## config.mk

```make
export PLATFORM = sky130hd
export DESIGN_NAME = absmax_sum_stream
export DESIGN_NICKNAME = d
export VERILOG_FILES = /design/src/rtl/absmax_sum_stream.sv
export SDC_FILE = /design/constraint.sdc
export NUM_CORES = 1
export LEC_CHECK = 0
export ABC_CLOCK_PERIOD_IN_PS = 11550
export CORE_MARGIN = 3
export CORE_UTILIZATION = 35
export CTS_CLUSTER_DIAMETER = 120
export DETAILED_ROUTE_END_ITERATION = 12
export HOLD_SLACK_MARGIN = 0.05
export REMOVE_ABC_BUFFERS = 1
export SKIP_CTS_REPAIR_TIMING = 1
export SYNTH_ARGS = -nofsm -noshare
export SYNTH_HDL_FRONTEND = slang
export SYNTH_SLANG_ARGS = --single-unit
```

## constraint.sdc

```tcl
create_clock -name clk -period 11.55 [get_ports clk]
set_clock_uncertainty 0.15 [all_clocks]
set_input_delay 3.465 -clock clk [delete_from_list [all_inputs] [get_ports clk]]
set_output_delay 3.465 -clock clk [all_outputs]
set_load 0.05 [all_outputs]
```

## src/rtl/absmax_sum_stream.sv

```systemverilog
// Multi-lane streaming reducer: per frame, tracks the max |sample|, the signed
// sum (wrapping or saturating) and the beat count, then presents the result in
// a one-entry output register with a valid/ready handshake.
module absmax_sum_stream #(
    parameter int unsigned N     = 23,
    parameter int unsigned LANES = 4,
    parameter int unsigned SUMW  = N + 8,
    parameter int unsigned CNTW  = 16,
    parameter bit          SAT   = 1'b0
) (
    input  logic                 clk,
    input  logic                 rst_n,
    input  logic                 in_valid,
    output logic                 in_ready,
    input  logic [LANES*N-1:0]   in_data,
    input  logic [LANES-1:0]     in_keep,
    input  logic                 in_last,
    output logic                 out_valid,
    input  logic                 out_ready,
    output logic [N-1:0]         out_absmax,
    output logic [SUMW-1:0]      out_sum,
    output logic [CNTW-1:0]      out_count,
    output logic                 out_ovf
);

    // Wide enough to hold acc_sum plus a full beat exactly, even if the beat
    // sum alone would not fit in SUMW bits.
    localparam int unsigned WW = SUMW + $clog2(LANES) + 2;

    localparam logic [SUMW-1:0] SumMax = {1'b0, {(SUMW-1){1'b1}}};
    localparam logic [SUMW-1:0] SumMin = {1'b1, {(SUMW-1){1'b0}}};

    logic [N-1:0]    acc_max_q;
    logic [SUMW-1:0] acc_sum_q;
    logic [CNTW-1:0] acc_cnt_q;
    logic            acc_ovf_q;

    logic [N-1:0]    lane_mag [LANES];
    logic [WW-1:0]   lane_ext [LANES];

    logic [N-1:0]    beat_max;
    logic [WW-1:0]   beat_sum;
    logic [WW-1:0]   sum_wide;
    logic            sum_ovf;
    logic [N-1:0]    max_next;
    logic [SUMW-1:0] sum_next;
    logic [CNTW-1:0] cnt_next;
    logic            ovf_next;
    logic            accept;

    assign in_ready = !out_valid || out_ready;
    assign accept   = in_valid && in_ready;

    // Per-lane magnitude and sign extension; masked lanes contribute zero.
    // Negating the most negative value yields 2^(N-1), exact when read unsigned.
    for (genvar k = 0; k < LANES; k++) begin : g_lane
        logic [N-1:0] x;
        assign x           = in_data[k*N +: N];
        assign lane_mag[k] = in_keep[k] ? (x[N-1] ? -x : x) : '0;
        assign lane_ext[k] = in_keep[k] ? {{(WW-N){x[N-1]}}, x} : '0;
    end

    // Reduce the lanes of the current beat to one max and one sum.
    always_comb begin
        beat_max = '0;
        beat_sum = '0;
        for (int k = 0; k < LANES; k++) begin
            if (lane_mag[k] > beat_max) begin
                beat_max = lane_mag[k];
            end
            beat_sum = beat_sum + lane_ext[k];
        end
    end

    // Combine the beat with the running accumulators.
    always_comb begin
        sum_wide = {{(WW-SUMW){acc_sum_q[SUMW-1]}}, acc_sum_q} + beat_sum;
        // In range only if all bits from the SUMW sign bit upward agree.
        sum_ovf  = !((&sum_wide[WW-1:SUMW-1]) || !(|sum_wide[WW-1:SUMW-1]));
        sum_next = sum_wide[SUMW-1:0];
        if (SAT && sum_ovf) begin
            sum_next = sum_wide[WW-1] ? SumMin : SumMax;
        end
        max_next = (beat_max > acc_max_q) ? beat_max : acc_max_q;
        cnt_next = (&acc_cnt_q) ? acc_cnt_q : acc_cnt_q + CNTW'(1);
        ovf_next = acc_ovf_q || sum_ovf;
    end

    // Accumulators: update on every accepted beat, clear once the frame closes.
    always_ff @(posedge clk or negedge rst_n) begin
        if (!rst_n) begin
            acc_max_q <= '0;
            acc_sum_q <= '0;
            acc_cnt_q <= '0;
            acc_ovf_q <= 1'b0;
        end else if (accept) begin
            if (in_last) begin
                acc_max_q <= '0;
                acc_sum_q <= '0;
                acc_cnt_q <= '0;
                acc_ovf_q <= 1'b0;
            end else begin
                acc_max_q <= max_next;
                acc_sum_q <= sum_next;
                acc_cnt_q <= cnt_next;
                acc_ovf_q <= ovf_next;
            end
        end
    end

    // Output holding register: a closing beat loads it (even while a retire
    // happens the same cycle); a retire without a new result drops valid.
    always_ff @(posedge clk or negedge rst_n) begin
        if (!rst_n) begin
            out_valid  <= 1'b0;
            out_absmax <= '0;
            out_sum    <= '0;
            out_count  <= '0;
            out_ovf    <= 1'b0;
        end else if (accept && in_last) begin
            out_valid  <= 1'b1;
            out_absmax <= max_next;
            out_sum    <= sum_next;
            out_count  <= cnt_next;
            out_ovf    <= ovf_next;
        end else if (out_valid && out_ready) begin
            out_valid  <= 1'b0;
        end
    end

endmodule

```

Yosys cells after proc, flatten, opt, wreduce, memory -nomap -nowiden
Cells that the tools add are included.
{"block": "classes", "add_sub_neg": 9, "magnitude_cmp": 5, "n_bitwise": 0, "eq_ne": 0, "shift": 0, "mux": 24, "mul": 0, "div": 0, "reduce_logical": 13}
{"cell": "$mux 23", "n": 14}
{"cell": "$add 35x35->35", "n": 4}
{"cell": "$mux 35", "n": 4}
{"cell": "$gt 23x23->1", "n": 4}
{"cell": "$neg 23->23", "n": 4}
{"cell": "$mux 16", "n": 2}
{"cell": "$mux 31", "n": 1}
{"cell": "$gt 23x1->1 const B", "n": 1}
{"cell": "$add 16x1->16 const B", "n": 1}
{"cell": "$reduce_and 16->1", "n": 1}
{"cell": "$reduce_and 5->1", "n": 1}
{"cell": "$reduce_or 5->1", "n": 1}
{"cell": "$logic_and 1x1->1", "n": 3}
{"cell": "$logic_not 1->1", "n": 3}
{"cell": "$logic_or 1x1->1", "n": 3}
{"cell": "$mux 1", "n": 3}
{"cell": "$reduce_bool 2->1", "n": 1}
{"block": "word_totals", "memories": 0, "out_inout_bits": 73, "ram_bits": 0, "in_bits": 101, "mem_bits_ro": 0, "latch_bits": 0, "word_cells": 60, "regBits": 143}

Longest topological paths before layout
{"block": "depth", "depth_word": 14, "mapped_depth": 51}

Worst setup path after synthesis
No wires, ideal clock.
{"block": "synth_timing", "kind": "input to register", "startpoint": "input in_data[1]", "endpoint": "register acc_max_q[17]", "n_path_buf": 8, "t_required_ns": 11.267, "setup_time_ns": 0.133, "t_arrival_ns": 13.170, "setup_slack_ns": -1.903, "cell_stages": 50, "cell_sequence": "inv_1 > ha_1 > nor4b_2 > or4b_4 > buf_6 > or3_1 > nor4_1 > inv_1 > ha_1 > nand4_1 > nor3_1 > nand4_1 > or3_1 > o31ai_2 > buf_2 > mux2_2 > ha_1 > nand2_1 > [14 not listed] > o211ai_1 > o21a_1 > clkbuf_1 > clkbuf_1 > a211oi_1 > nor2_1 > inv_1 > ha_1 > o21ai_0 > a21oi_1 > nor4_1 > nor4_1 > o21a_1 > o31ai_2 > nor2_1 > clkbuf_1 > o21ai_0 > a21oi_1"}
{"block": "synth_via", "elab_chain_cells": 14}
{"item": "from (decl)", "line": "15", "rtl": "input logic [LANES*N-1:0] in_data,"}
{"item": "$neg 23->23", "line": "59", "rtl": "assign lane_mag[k] = in_keep[k] ? (x[N-1] ? -x : x) : '0;"}
{"item": "$mux 23 * (2 in series)", "line": "59"}
{"item": "$gt 23x1->1", "line": "68", "rtl": "if (lane_mag[k] > beat_max) begin"}
{"item": "$mux 23 *", "line": "68"}
{"item": "$gt 23x23->1", "line": "68"}
{"item": "$mux 23 *", "line": "68"}
{"item": "$gt 23x23->1", "line": "68"}
{"item": "$mux 23 *", "line": "68"}
{"item": "$gt 23x23->1", "line": "68"}
{"item": "$mux 23 *", "line": "68"}
{"item": "$gt 23x23->1", "line": "84", "rtl": "max_next = (beat_max > acc_max_q) ? beat_max : acc_max_q;"}
{"item": "$mux 23 *", "line": "84"}
{"item": "$mux 23 *", "line": "97", "rtl": "if (in_last) begin"}
{"item": "to (signal assigned)", "line": "103", "rtl": "acc_max_q <= max_next;"}
{"item": "to (decl)", "line": "33", "rtl": "logic [N-1:0] acc_max_q;"}
Every way passes the cells marked *; elsewhere a longest branch is shown, timed or not.
A chain may end at the register's enable or synchronous reset.

Worst setup path after layout
{"block": "layout_timing", "startpoint": "input in_data[1]", "endpoint": "register acc_max_q[12]"}
The elaborated chain is that of the path after synthesis.

==> run metrics <==
final period utilization=1.08; Max Cap Viol=0; Post-synth ARST share=1.00; FILL cells=4189; CTS tree=built; critical path required time=11.77 ns; outcome=finished, violations left; Pre-antenna DRT Iters=6; total power=5.72 mW; switching pwr=2.85 mW; Top FF cell, synth=dfrtp_1; mux share of post-synthesis cell area=0.0320; LEAKAGE=10.2 nW; CP Capture Type=flip-flop; Post-DP Area=0.0204 mm2; Rel. slew slack=0.367; Mapped Area=0.0159 mm2; synthesized flop and latch total=143; Clock Path Buffers=2; routed wire length=57600 um; crit path kind=primary input to flip-flop; Min Clock Period, post-route=12.51 ns; Row Count=77; Hold Crit Class=flip-flop to flip-flop; Final HPWL DP=45800 um; Final Max Slew Viols=0; synth unique cells=78; adder-cell share of the synthesized area=0.223; switching share of power=0.498; initial drt markers=1019; Via Count=15600; GR Util All Layers=0.234; Sequential Power Share=0.142; worst reg2reg setup slack=6.02 ns; die height=219 um; crit path max fanout=8; Gate Count Post-Synth=1885; share of cells above drive strength 1=0.250; Max stage delay on crit path=0.53 ns; clock power share=0.099; initial core utilization=0.357; Reg clk slew, reported paths=0.07 ns; Root Driver=clkbuf_16; largest family of logic cells by synthesized area=simple AND/OR/NAND/NOR gates; pre-CTS WS=-2.31 ns; f_max=80.0 MHz; non-filler cells, final=2948; I/O Buffers=173; post-route cell area=0.0226 mm2; number of global-route vias before repair=15500; # nets final=2670; Met1 Routed Length=25200 um; number of setup violations in the final report=46; xor/xnor share of the synthesized area=0.0632; VDD IR max=0.171 mV; synth warn=0; Antenna Nets Post-Route=0; Syn Area/Cell=8.45 um2; final worst slack=-0.955 ns; Pwr Density=253 mW/mm2; Post-route DRC=0; number of synthesized flops with an enable pin=0; WP data arrival=12.73 ns; unrepaired setup endpoints after global routing=yes; CP Launch Type=primary input; combinational share of power=0.760; Met3 Wirelength=2250 um; met2 WL post-DR=27800 um; H-tree Lvls=4; Final Hold Fails=0; Synth area leaders=dfrtp_1 22%, fa_1 12%, ha_1 10%, and2_1 5.7%, xnor2_1 5.3%; GRT overflow=0; DR top layer=met4; Die ar.=0.0481 mm2; Area growth, synth to finish=42.0%; global-route wire length before repair=85800 um; I/O pin count=174; Final GP Congestion=0.933; post-synth top area share=0.225; antenna violations before repair=1; Critical-path top delay cell=or4b_4; Seq/Total Area, Yosys=0.225; largest area contributor in the netlist=dfrtp_1; TritonCTS Buffers=17; # placed instances=2864; DR vias/cell=5.31; failing checks=negative setup slack; core area=0.0446 mm2; clk_lat worst skew=0.49 ns; simple-gate share of the synthesized area=0.223; CTS sink cnt=143; internal power=2.87 mW; WL/cell=19.5 um; worst-margin pin slew=0.941 ns; Synth Area in Compound Gates=0.185; Hold WS=0.325 ns; pin count of the biggest net entering global routing=89; Die X=219 um
[state kept, by name, summed over array words and instances, names as in the netlist]
register    cells
acc_sum_q      31
out_sum        31
acc_max_q      23
out_absmax     23
acc_cnt_q      16
out_count      16
acc_ovf_q       1
out_ovf         1
out_valid       1
[critical path, delay by kind of cell]
family	cells	cell delay, ns
mux	1	0.31
simple gates	19	3.58
buf+inv	13	1.70
compound gates	13	2.48
fa+ha+maj	5	1.15
[per-layer routing]
layer	track usage	up-vias
met1	0.301	7646
met2	0.388	375
li1	-	7520
met4	0.100	0
met5	0	-
met3	0.0372	101
[synthesized netlist by cell type (6+ instances only)]
library cell,instances
or2_2,6
a211oi_1,29
a31oi_1,7
mux2_2,20
a22o_1,22
clkbuf_1,73
fa_1,95
nor4_1,7
o31ai_1,28
o41ai_1,12
and3_1,9
xor2_1,18
xnor2_1,97
nor2_1,88
nor3_1,66
o21ai_1,65
nand2b_1,22
buf_1,9
o21ai_0,96
or4_1,9
and2_1,145
a21oi_1,101
and4_1,6
inv_1,110
o21a_1,8
o21bai_1,6
mux2i_1,22
nand3_1,23
dfrtp_1,143
nor4b_1,6
or3_1,13
nand4_1,26
a21o_1,39
ha_1,132
a41oi_1,6
o211ai_1,9
nand2_1,219
nor2b_1,17
[cell usage in the layout, fill, tap and decap left out, types with 23 or more instances in the layout]
cell type,count
dfrtp_1,143
nand3_1,23
xnor2_1,97
buf_4,314
o31ai_1,24
ha_1,110
and2_1,138
clkbuf_16,23
nand2_1,212
a21oi_1,85
o21ai_1,72
fa_1,95
nand4_1,26
nor3_1,52
o21ai_0,71
clkdlybuf4s50_1,153
buf_6,27
nor2_1,72
a21o_1,39
inv_1,102
[path summary, 6_finish.rpt]
check,cells past startpoint,end,startpoint
max in group asynchronous,2,acc_max_q[8],rst_n
min in group asynchronous,1,out_valid,rst_n
min,2,out_sum[4],out_sum[4]
max,51,acc_max_q[12],in_data[1]
min reg2reg,2,out_sum[4],out_sum[4]
max reg2reg,16,out_sum[27],acc_sum_q[1]
[cell families after synthesis]
kind of cell,Yosys count
muxes,46
adders and majority gates,227
xor gates and xnor gates,115
AOI/OAI and AO/OA,463
and+or+nand+nor,689
DFF,143
buffers and inverters,202
[final cells by class]
class | instances | area, um2 | area share
diodes | 1 | 2.50 | 0.000111
clock buffers | 17 | 425 | 0.0188
clock inverters | 15 | 171 | 0.00757
inverters | 113 | 427 | 0.0189
multi-input cells | 1540 | 12600 | 0.556
flip-flops and latches | 143 | 3580 | 0.158
well taps | 592 | 741 | 0.0327
repair buffers | 527 | 4700 | 0.207
[power groups by stage]
stage | sequential, mW | clock [mW] | combinational [mW]
global placement | 0.812 | 0 | 3.72
detailed placement | 0.815 | 0 | 3.76
finish | 0.811 | 0.565 | 4.35
floorplan | 1.12 | 0 | 2.14
CTS | 0.809 | 0.585 | 3.79
global route | 0.837 | 0.604 | 4.76
[through the flow]
stage | setup TNS [ns] | utilization
finish | -39.75 | 0.507
detailed placement | -102.05 | 0.457
CTS | -79.02 | 0.471
global route | -56.53 | 0.507
floorplan | -148.16 | -
global placement | -94.49 | 0.457
No activity file was read; power rests on OpenSTA's default activity.
